[src/rtl/memory_pkg.sv]
// Shared types and constants for the memory (M) pipeline stage.
// The sub-word access path is only built when MEM_SUBWORD_EN is defined;
// the constants below are harmless in the word-only build.
package memory_pkg;

    // Access FSM: IDLE issues new requests, WAIT holds the pipeline until
    // the data memory answers or the wait budget runs out.
    typedef enum logic {
        IDLE = 1'b0,
        WAIT = 1'b1
    } memState_e;

    // RISC-V load funct3 encodings.
    localparam logic [2:0] F3_LB  = 3'b000;
    localparam logic [2:0] F3_LH  = 3'b001;
    localparam logic [2:0] F3_LW  = 3'b010;
    localparam logic [2:0] F3_LBU = 3'b100;
    localparam logic [2:0] F3_LHU = 3'b101;

    // RISC-V store funct3 encodings.
    localparam logic [2:0] F3_SB  = 3'b000;
    localparam logic [2:0] F3_SH  = 3'b001;
    localparam logic [2:0] F3_SW  = 3'b010;

    // Access sizes as carried in funct3[1:0].
    localparam logic [1:0] SZ_BYTE = 2'b00;
    localparam logic [1:0] SZ_HALF = 2'b01;
    localparam logic [1:0] SZ_WORD = 2'b10;

    // Size field of funct3; the unused encoding 2'b11 is treated as a word.
    function automatic logic [1:0] accessSize(input logic [2:0] funct3);
        logic [1:0] size;
        size = funct3[1:0];
        if (size == 2'b11) begin
            size = SZ_WORD;
        end
        return size;
    endfunction

    // True when funct3 asks for a zero-extended load (LBU/LHU).
    function automatic logic isUnsignedLoad(input logic [2:0] funct3);
        return funct3[2];
    endfunction

endpackage

[src/rtl/load_store_align.sv]
// Byte-lane steering for data-memory accesses: byte enables, store data
// replication, load extraction and sign/zero extension.
// Sub-word support is compiled in only with MEM_SUBWORD_EN defined;
// otherwise every access is a full aligned word and funct3 is ignored.
module load_store_align
    import memory_pkg::*;
(
    input  logic [2:0]  funct3_i,
    input  logic [1:0]  addrLow_i,
    input  logic [31:0] storeData_i,
    input  logic [31:0] rdata_i,
    output logic [3:0]  be_o,
    output logic [31:0] wdata_o,
    output logic [31:0] loadData_o,
    output logic        misaligned_o
);

`ifdef MEM_SUBWORD_EN

    logic [7:0]  laneByte;
    logic [15:0] laneHalf;
    logic        zeroExt;

    // Select the addressed byte and halfword out of the returned word.
    always_comb begin
        laneByte = rdata_i[7:0];
        case (addrLow_i)
            2'd0:    laneByte = rdata_i[7:0];
            2'd1:    laneByte = rdata_i[15:8];
            2'd2:    laneByte = rdata_i[23:16];
            default: laneByte = rdata_i[31:24];
        endcase
        laneHalf = addrLow_i[1] ? rdata_i[31:16] : rdata_i[15:0];
    end

    assign zeroExt = isUnsignedLoad(funct3_i);

    // Build enables, replicate store data and extend load data by size.
    always_comb begin
        be_o         = 4'hF;
        wdata_o      = storeData_i;
        loadData_o   = rdata_i;
        misaligned_o = 1'b0;
        case (accessSize(funct3_i))
            SZ_BYTE: begin
                be_o       = 4'b0001 << addrLow_i;
                wdata_o    = {4{storeData_i[7:0]}};
                loadData_o = zeroExt ? {24'd0, laneByte}
                                     : {{24{laneByte[7]}}, laneByte};
            end
            SZ_HALF: begin
                be_o         = addrLow_i[1] ? 4'b1100 : 4'b0011;
                wdata_o      = {2{storeData_i[15:0]}};
                loadData_o   = zeroExt ? {16'd0, laneHalf}
                                       : {{16{laneHalf[15]}}, laneHalf};
                misaligned_o = addrLow_i[0];
            end
            default: begin
                be_o         = 4'hF;
                wdata_o      = storeData_i;
                loadData_o   = rdata_i;
                misaligned_o = |addrLow_i;
            end
        endcase
    end

`else

    logic unusedInputs;

    assign be_o         = 4'hF;
    assign wdata_o      = storeData_i;
    assign loadData_o   = rdata_i;
    assign misaligned_o = 1'b0;
    assign unusedInputs = ^{funct3_i, addrLow_i};

`endif

endmodule

[src/rtl/memory_cycle.sv]
// Memory (M) stage of the pipeline: branch resolution towards fetch, a
// two-state data-memory handshake FSM with a wait timeout, and the M-to-W
// pipeline register.  Define MEM_SUBWORD_EN to enable byte/halfword
// loads and stores; the default build is word-only.
module memory_cycle
    import memory_pkg::*;
#(
    parameter int TIMEOUT = 16
) (
    input  logic        clk,
    input  logic        rst,

    input  logic        BranchM,
    input  logic        RegWriteM,
    input  logic        MemReadM,
    input  logic        memtoRegM,
    input  logic        MemWriteM,
    input  logic        ZeroM,
    input  logic [31:0] InstrM,
    input  logic [31:0] ReadData2M,
    input  logic [31:0] ALUOutM,
    input  logic [31:0] PCTargetM,

    output logic        PCSrcM,
    output logic [31:0] PCTargetF,
    output logic        stallM,

    output logic        dmem_req,
    output logic        dmem_we,
    output logic [31:0] dmem_addr,
    output logic [31:0] dmem_wdata,
    output logic [3:0]  dmem_be,
    input  logic [31:0] dmem_rdata,
    input  logic        dmem_ready,

    output logic        RegWriteW,
    output logic        memtoRegW,
    output logic        ValidW,
    output logic [31:0] ReadDataW,
    output logic [31:0] ALUOutW,
    output logic [4:0]  RdW,

    output logic        dmem_err
);

    // The counter only has to reach TIMEOUT-1: the WAIT cycle seen with
    // that count and no ready is the one that gives up.
    localparam int CW = (TIMEOUT > 1) ? $clog2(TIMEOUT) : 1;
    localparam logic [CW-1:0] LAST_WAIT = CW'(TIMEOUT - 1);

    memState_e      state_q, state_d;
    logic [CW-1:0]  waitCnt_q, waitCnt_d;
    logic           dmemErr_q, dmemErr_d;

    logic           regWriteW_q;
    logic           memtoRegW_q;
    logic           validW_q;
    logic [31:0]    readDataW_q, readDataW_d;
    logic [31:0]    aluOutW_q;
    logic [4:0]     rdW_q;

    logic           memOp;
    logic           isLoad;
    logic           reqRaw;
    logic           stallRaw;
    logic           timeout;
    logic           misaligned;
    logic [31:0]    loadData;
    logic           unusedInstr;

    // A load+store combination is a store; only a pure read is a load.
    assign memOp       = MemReadM | MemWriteM;
    assign isLoad      = MemReadM & ~MemWriteM;
    assign unusedInstr = ^{InstrM[31:15], InstrM[6:0]};

    // Branch decision and target go straight back to fetch.
    assign PCSrcM    = BranchM & ZeroM;
    assign PCTargetF = PCTargetM;

    load_store_align u_align (
        .funct3_i     (InstrM[14:12]),
        .addrLow_i    (ALUOutM[1:0]),
        .storeData_i  (ReadData2M),
        .rdata_i      (dmem_rdata),
        .be_o         (dmem_be),
        .wdata_o      (dmem_wdata),
        .loadData_o   (loadData),
        .misaligned_o (misaligned)
    );

    assign dmem_addr = {ALUOutM[31:2], 2'b00};

    // Next-state and handshake decode; the last allowed WAIT cycle without
    // ready releases the stall so the instruction retires with zero data.
    always_comb begin
        state_d   = state_q;
        waitCnt_d = '0;
        reqRaw    = 1'b0;
        stallRaw  = 1'b0;
        timeout   = 1'b0;
        case (state_q)
            IDLE: begin
                reqRaw   = memOp & ~misaligned;
                stallRaw = reqRaw & ~dmem_ready;
                if (stallRaw) begin
                    state_d = WAIT;
                end
            end
            WAIT: begin
                reqRaw   = 1'b1;
                timeout  = ~dmem_ready & (waitCnt_q == LAST_WAIT);
                stallRaw = ~dmem_ready & ~timeout;
                if (dmem_ready || timeout) begin
                    state_d = IDLE;
                end else begin
                    waitCnt_d = waitCnt_q + 1'b1;
                end
            end
            default: begin
                state_d = IDLE;
            end
        endcase
    end

    // Reset must kill an outstanding request at once, not at the next edge,
    // so the raw decode is masked with rst.
    assign dmem_req = reqRaw & ~rst;
    assign dmem_we  = reqRaw & MemWriteM & ~rst;
    assign stallM   = stallRaw & ~rst;

    // Load data only counts when a load actually completed this cycle;
    // stores, non-memory ops, misaligned accesses and timeouts retire zero.
    always_comb begin
        readDataW_d = '0;
        if (isLoad && reqRaw && dmem_ready) begin
            readDataW_d = loadData;
        end
        dmemErr_d = dmemErr_q | timeout;
    end

    // FSM state, wait counter and sticky timeout flag.
    always_ff @(posedge clk or posedge rst) begin
        if (rst) begin
            state_q   <= IDLE;
            waitCnt_q <= '0;
            dmemErr_q <= 1'b0;
        end else begin
            state_q   <= state_d;
            waitCnt_q <= waitCnt_d;
            dmemErr_q <= dmemErr_d;
        end
    end

    // M-to-W register: advance when not stalled, otherwise insert a bubble
    // while keeping the data fields of the last retired instruction.
    always_ff @(posedge clk or posedge rst) begin
        if (rst) begin
            regWriteW_q <= 1'b0;
            memtoRegW_q <= 1'b0;
            validW_q    <= 1'b0;
            readDataW_q <= '0;
            aluOutW_q   <= '0;
            rdW_q       <= '0;
        end else if (stallRaw) begin
            regWriteW_q <= 1'b0;
            validW_q    <= 1'b0;
        end else begin
            regWriteW_q <= RegWriteM;
            memtoRegW_q <= memtoRegM;
            validW_q    <= 1'b1;
            readDataW_q <= readDataW_d;
            aluOutW_q   <= ALUOutM;
            rdW_q       <= InstrM[11:7];
        end
    end

    assign RegWriteW = regWriteW_q;
    assign memtoRegW = memtoRegW_q;
    assign ValidW    = validW_q;
    assign ReadDataW = readDataW_q;
    assign ALUOutW   = aluOutW_q;
    assign RdW       = rdW_q;
    assign dmem_err  = dmemErr_q;

endmodule
[config.mk]
export PLATFORM = sky130hd
export DESIGN_NAME = memory_cycle
export DESIGN_NICKNAME = d
export VERILOG_FILES = /design/src/rtl/memory_pkg.sv /design/src/rtl/load_store_align.sv /design/src/rtl/memory_cycle.sv
export SDC_FILE = /design/constraint.sdc
export NUM_CORES = 1
export LEC_CHECK = 0
export ABC_AREA = 1
export BUFFER_PORTS_ARGS = -buffer_cell sky130_fd_sc_hd__buf_2
export CORE_AREA = 3 3 132 134
export DETAILED_ROUTE_END_ITERATION = 8
export DIE_AREA = 0 0 135 137
export PLACE_DENSITY = 0.6
export SETUP_SLACK_MARGIN = 0.1
export SYNTH_ARGS = -nofsm -noshare
export SYNTH_HDL_FRONTEND = slang
export SYNTH_SLANG_ARGS = --single-unit
export TNS_END_PERCENT = 5
[constraint.sdc]
create_clock -name clk -period 2.3 [get_ports clk]
set_clock_uncertainty 0.15 [all_clocks]
set_input_delay 0 -clock clk [delete_from_list [all_inputs] [get_ports clk]]
set_output_delay 0 -clock clk [all_outputs]
set_load 0.01 [all_outputs]
==> results of run 1 <==
==> metal layers <==
| metal | routed length, µm | GRT usage | up-vias |
|---|---|---|---|
| li1 | - | - | 1722 |
| met1 | 5120 | 0.144 | 1663 |
| met2 | 6600 | 0.233 | 204 |
| met3 | 1160 | 0.0415 | 12 |
| met4 | 178 | 0.0437 | 0 |
| met5 | 0 | 0 | - |
==> synth_stat cells <==
cell      count
nand2_1     174
buf_4       101
dfrtp_1      78
nand3_1      40
buf_6         9
nor2_1        9
buf_2         7
inv_1         6
inv_2         3
conb_1        2
a21o_1        1
a31oi_1       1
clkbuf_1      1
ha_1          1
nand2_2       1
nand2_4       1
nand3_2       1
nor3_2        1
xnor2_1       1
xor2_1        1
==> metrics by stage <==
stage,total power (µW),setup WS (ns),hold WS [ns],area [µm²],instances
after CTS,4090,0.140,0.0553,6060,902
after floorplan,2190,0.155,-0.106,3870,443
after global placement,2360,0.489,-0.150,4270,737
after detailed placement,2370,0.488,-0.150,4270,737
final,4040,0.239,0.0802,6080,903
after global routing,4280,0.105,0.0818,6080,903
==> sequential cells by signal (all words and copies together) (netlist names) <==
signal	cells
state_q	1
ReadDataW	32
ALUOutW	32
ValidW	1
waitCnt_q	4
RdW	5
memtoRegW	1
RegWriteW	1
dmem_err	1
==> worst reg2reg max path, delay by kind of cell, from the launching register on <==
kind	cells	cell delay (ns)
adder cells (fa/ha/maj)	1	0.19
buffers and inverters	1	0.44
flip-flops	1	0.37
AND/OR/NAND/NOR	4	0.61
==> what timing repair did <==
action                                  in CTS  in global routing
hold endpoints to repair                   214                  0
hold buffers                               149                  0
buffers inserted                             0                  0
endpoints found under the setup margin       0                  1
==> cell type report <==
cell class                      instances  area [µm²]
Clock buffer                           11         243
Clock inverter                          5        58.8
Fill cell                            1578       10300
Inverter                                9        35.0
Multi-Input combinational cell        238         997
Sequential cell                        78        1950
Tap cell                              220         275
Timing Repair Buffer                  342        2520
==> worst max path at each step <==
stage | start | endpoint | slack, ns | cells past startpoint
final | waitCnt_q[0] | stallM | 0.24 | 8
after global routing | waitCnt_q[0] | stallM | 0.11 | 8
after CTS | waitCnt_q[0] | stallM | 0.14 | 8
after detailed placement | waitCnt_q[0] | ALUOutW[25] | 0.49 | 6
after global placement | waitCnt_q[0] | ALUOutW[25] | 0.49 | 6
after floorplan | rst | ALUOutW[0] | 0.15 | 1
==> power groups by stage <==
stage | clock [µW] | sequential, µW | combinational, µW
floorplan | 0 | 1710 | 479
detailed placement | 0 | 1630 | 738
global route | 1570 | 1630 | 1080
global placement | 0 | 1630 | 733
CTS | 1510 | 1610 | 965
finish | 1450 | 1610 | 982
==> cell families after synthesis <==
kind of cell,after synthesis
xor+xnor,2
fa+ha+maj,1
compound gates,2
simple gates,227
other cells,2
flops,78
buf+inv,127
==> metrics.md, run 1 <==
| Metric | Value |
|---|---|
| Status | finished clean |
| Rel. slew slack | 0.538 |
| Clk Latency, worst-skew pair | about 0.33 ns |
| Avg Synthesized Cell Area | 8.79 µm² |
| Least-Margin Pin Slew | 0.691 ns |
| Vias in the first global route | 3533 |
| Post-synth top area share | 0.506 |
| Row cnt | between 40 and 50 |
| Mux cell area share after synthesis | 0 |
| Most common cell after layout, fill and taps aside | buf_2 |
| # resized after CTS | 0 |
| Synth Area in Adders | 0.00324 |
| RSZ-0062 raised after global routing | false |
| XOR/XNOR Fraction of Synth Area | 0.00454 |
| Hold_sp | MemWriteM |
| Worst reg2reg endpoint | ALUOutW[25] |
| Synth Area in Compound Gates | 0.00357 |
| Peak VDD IR | 0.298 mV |
| Mean routed wirelength per cell | 14.5 µm |
| Post-route ant nets | 0 |
| Initial antenna violation count | 0 |
| Die Wd | 135 µm |
| Worst Hold End | ReadDataW[21] |
| #FFs+latches synth | 78 |
| Crit-path cells | ha_1 > nand3_1 > nand2_2 > nand2_4 > buf_12 > inv_1 > nor2_1 > buf_2 |
| Clk pwr share | 0.358 |
| DRT Wirelength | around 13000 µm |
| Worst Path Required | 2.15 ns |
| Critical path's slowest cell | dfrtp_1 |
| Pin count of the biggest net entering global routing | 48 |
| Switching pwr | 1190 µW |
| Power Density | 664 nW/µm² |
| Nets | approximately 850 |
| Pleak | 0.00328 µW |
| Max_cap viols | 0 |
| Root Buffer | clkbuf_16 |
| CTS tree | yes |
| Post-Route Utilization | 0.371 |
| H-Tree Depth | 3 |
| Clk slew on worst S/H paths | 0.06 ns |
| Seq pwr share | 0.399 |
| Crit path kind | register to primary output |
| Hold crit path type | input pin to register |
| Total congestion overflow | 0 |
| Crit path arrival time | 1.91 ns |
| Detailed Place HPWL | 7410 µm |
| Area grow syn2layout | 57.6% |
| Vias/cell | 3.99 |
| Gate power share | 0.243 |
| Max-slew violations | 0 |
| Yosys top cell by area | dfrtp_1 |
| Fmax | a little under 500 MHz |
| Seq/Total Area, Yosys | 0.506 |
| Residual DRC | 0 |
| Commonest non-fill, non-tap cells in the layout | 184 x buf_2, 174 x nand2_1, 149 x dlygate4sd3_1, 78 x dfrtp_1, 40 x nand3_1 |
| IO Port Bufs | 184 |
| I/O pin cnt | about 350 |
| WHS Path Cells | 5 |
| Count of cell types in the netlist | 20 |
| Post-Syn Area | roughly 3900 µm² |
| 1st-pass router iterations | 4 |
| R2R Setup Slk | 0.48 ns |
| Startpoint types | register |
| Crit Path Max Fanout | 23 |
| # diodes | 0 |
| Final hold violation count | 0 |
| Total CTS buffers | 9 |
| Initial DRC count | 97 |
| Final min period | 2.06 ns |
| CP peak stage delay | 0.40 ns |
| Final setup vio count | 0 |
| Synth area leaders | dfrtp_1 51%, buf_4 20%, nand2_1 17% |
| Share of cells above drive strength 1 | 0.316 |
| Worst path top cell family by delay | simple AND/OR/NAND/NOR gates |
| Total GRT Usage | 0.129 |
| FF-to-FF path depth | 6 |
| CP bufs+invs | 3 |
| Internal Power | about 2800 µW |
| Synthesized instance count | around 440 |
| CTS Buffer Depth | 2 |
| Endpoint class of the critical path | primary output |
| Core Area | 16400 µm² |
| Initial Util | 0.235 |
| Period utilization | 0.896 |
| Combinational family with the most area after synthesis | buffers and inverters |
| Synthesis Warnings | 0 |
| Via count | 3601 |
| Worst R2R Start | waitCnt_q[0] |
| First-pass GRT wire length | 18400 µm |
| Die Y | ~140 µm |
| TNS Setup | 0 ns |
| GP Congestion | ~0.67 |
| # clock sinks | 78 |
| DIE AREA | around 18000 µm² |
| Switching share of power | 0.294 |
| Simple-gate share of the synthesized area | 0.240 |
Power figures use the tool's default switching activity.
==> run 2: changes to the inputs <==
- SETUP_SLACK_MARGIN: 0.1 -> 0.3
==> run 2 against run 1 <==
Compared with the run above:
- core utilization decreased by 0.18 points
- count of clock-buffer cells in the layout grew 2
- highest routed layer unchanged
- first-iteration DRC count increased by 15%
- sequential cell count did not move
- sequential share of layout area up 0.15 points
- die area unchanged
- critical path type unchanged
==> metrics.md, run 2 (synthesis results as in run 1) <==
| Metric | Value |
|---|---|
| Startpoint types | register |
| CTS Buffer Depth | 2 |
| Rel. slew slack | 0.540 |
| Post-route ant nets | 0 |
| Total GRT Usage | 0.128 |
| Switching pwr | approximately 1200 µW |
| Critical Path Start | waitCnt_q[0] |
| RSZ-0062 raised after global routing | false |
| Total CTS buffers | 9 |
| Most common cell after layout, fill and taps aside | buf_2 |
| H-Tree Depth | 3 |
| Initial Util | 0.235 |
| Worst R2R Start | waitCnt_q[0] |
| Die Y | about 140 µm |
| TNS Setup | 0 ns |
| Root Buffer | clkbuf_16 |
| Endpoint class of the critical path | primary output |
| Seq pwr share | 0.377 |
| I/O pin cnt | 346 |
| Share of cells above drive strength 1 | 0.322 |
| Final hold violation count | 0 |
| Die Wd | 135 µm |
| Detailed Place HPWL | about 6900 µm |
| 1st-pass router iterations | 4 |
| # clock sinks | between 70 and 80 |
| Residual DRC | 0 |
| Crit Path Max Fanout | 19 |
| Hold crit path type | input pin to primary output |
| Row cnt | 47 |
| Vias in the first global route | 3567 |
| First-pass GRT wire length | 18200 µm |
| Commonest non-fill, non-tap cells in the layout | 184 x buf_2, 174 x nand2_1, 137 x dlygate4sd3_1, 78 x dfrtp_1, 39 x nand3_1 |
| Internal Power | around 3100 µW |
| GP Congestion | a little under 0.7 |
| Setup ws final | 0.474 ns |
| Worst Path Required | approximately 2.2 ns |
| Nets | 835 |
| Final min period | 1.83 ns |
| Crit path kind | register to primary output |
| Period utilization | 0.794 |
| Max_cap viols | 0 |
| Crit path arrival time | about 1.7 ns |
| Final Non-Filler Cells | about 900 |
| DRT Wirelength | 12700 µm |
| Vias/cell | 3.95 |
| Max-slew violations | 0 |
| Initial antenna violation count | 0 |
| Core Area | 16400 µm² |
| Area grow syn2layout | 56.9% |
| Gate power share | 0.234 |
| Least-Margin Pin Slew | 0.688 ns |
| Initial DRC count | 112 |
| Mean routed wirelength per cell | 14.3 µm |
| DIE AREA | 18500 µm² |
| Fmax | 548 MHz |
| Clk slew on worst S/H paths | around 0.060 ns |
| # diodes | 0 |
| IO Port Bufs | roughly 180 |
| Clk Latency, worst-skew pair | 0.33 ns |
| Clk pwr share | 0.389 |
| Status | finished clean |
| Power Density | 706 nW/µm² |
| Hold_sp | ZeroM |
| Switching share of power | 0.270 |
| Peak VDD IR | 0.400 mV |
| Pre-CTS WS | 0.555 ns |
| Via count | 3519 |
| Pleak | 0.00330 µW |
| CTS tree | yes |
| Pin count of the biggest net entering global routing | 52 |
| Final setup vio count | 0 |
| Total congestion overflow | 0 |
| Placed Cells | 735 |
==> run 2: worst max-delay path, stage by stage, from the launching register on <==
cell	delay (ns)
dfrtp_1	0.40
ha_2	0.21
nand3_2	0.08
nand2_2	0.08
nand2_4	0.12
buf_16	0.16
inv_1	0.06
nor2_1	0.08
buf_2	0.14
==> run 2: path summary, 6_finish.rpt <==
| path | endpoint | slack, ns | cells past startpoint |
|---|---|---|---|
| max in group asynchronous | ReadDataW[14] | 1.07 | 4 |
| min in group asynchronous | ALUOutW[15] | 0.24 | 3 |
| max | stallM | 0.47 | 8 |
| max reg2reg | ALUOutW[5] | 0.69 | 7 |
| min | PCSrcM | 0.11 | 4 |
| min reg2reg | ALUOutW[30] | 0.31 | 2 |
==> run 2: repair_timing <==
action	CTS	global route
setup buffers	0	0
endpoints found under the setup margin	1	1
hold buffers	137	0
resized for setup	1	2
cloned	2	0
hold endpoints to repair	163	0
==> run 2: metrics by stage <==
step	hold WS (ns)	area [µm²]	power, µW	utilization
2_1_floorplan	-0.106	3880	2190	-
3_3_place_gp	-0.150	4250	2350	0.259
3_5_place_dp	-0.150	4250	2360	0.259
4_1_cts	0.0898	6050	4360	0.369
5_1_grt	0.142	6050	4510	0.369
6_report	0.109	6050	4280	0.369
==> run 2: per-layer routing <==
layer | routed length (µm) | GRT usage | share of wire | vias to the layer above
li1 | - | - | - | 1699
met1 | 5040 | 0.143 | 0.40 | 1618
met2 | 6440 | 0.233 | 0.51 | 190
met3 | 1040 | 0.0320 | 0.082 | 12
met4 | 176 | 0.0498 | 0.014 | 0
met5 | 0 | 0 | 0 | -
==> run 2: power by group through the flow <==
stage	clock network, µW	logic, µW	registers (µW)
2_1_floorplan	0	479	1710
3_3_place_gp	0	723	1630
3_5_place_dp	0	732	1630
4_1_cts	1750	1010	1610
5_1_grt	1790	1090	1630
6_report	1660	1000	1610
==> run 2: cell type report <==
type                       count  area (µm²)
clock inverter                 3        90.1
inverter                       9        37.5
tap                          220         275
sequential                    78        1950
multi-input combinational    238        1000
fill                        1609       10400
clock buffer                  13         260
timing repair buffer         329        2430
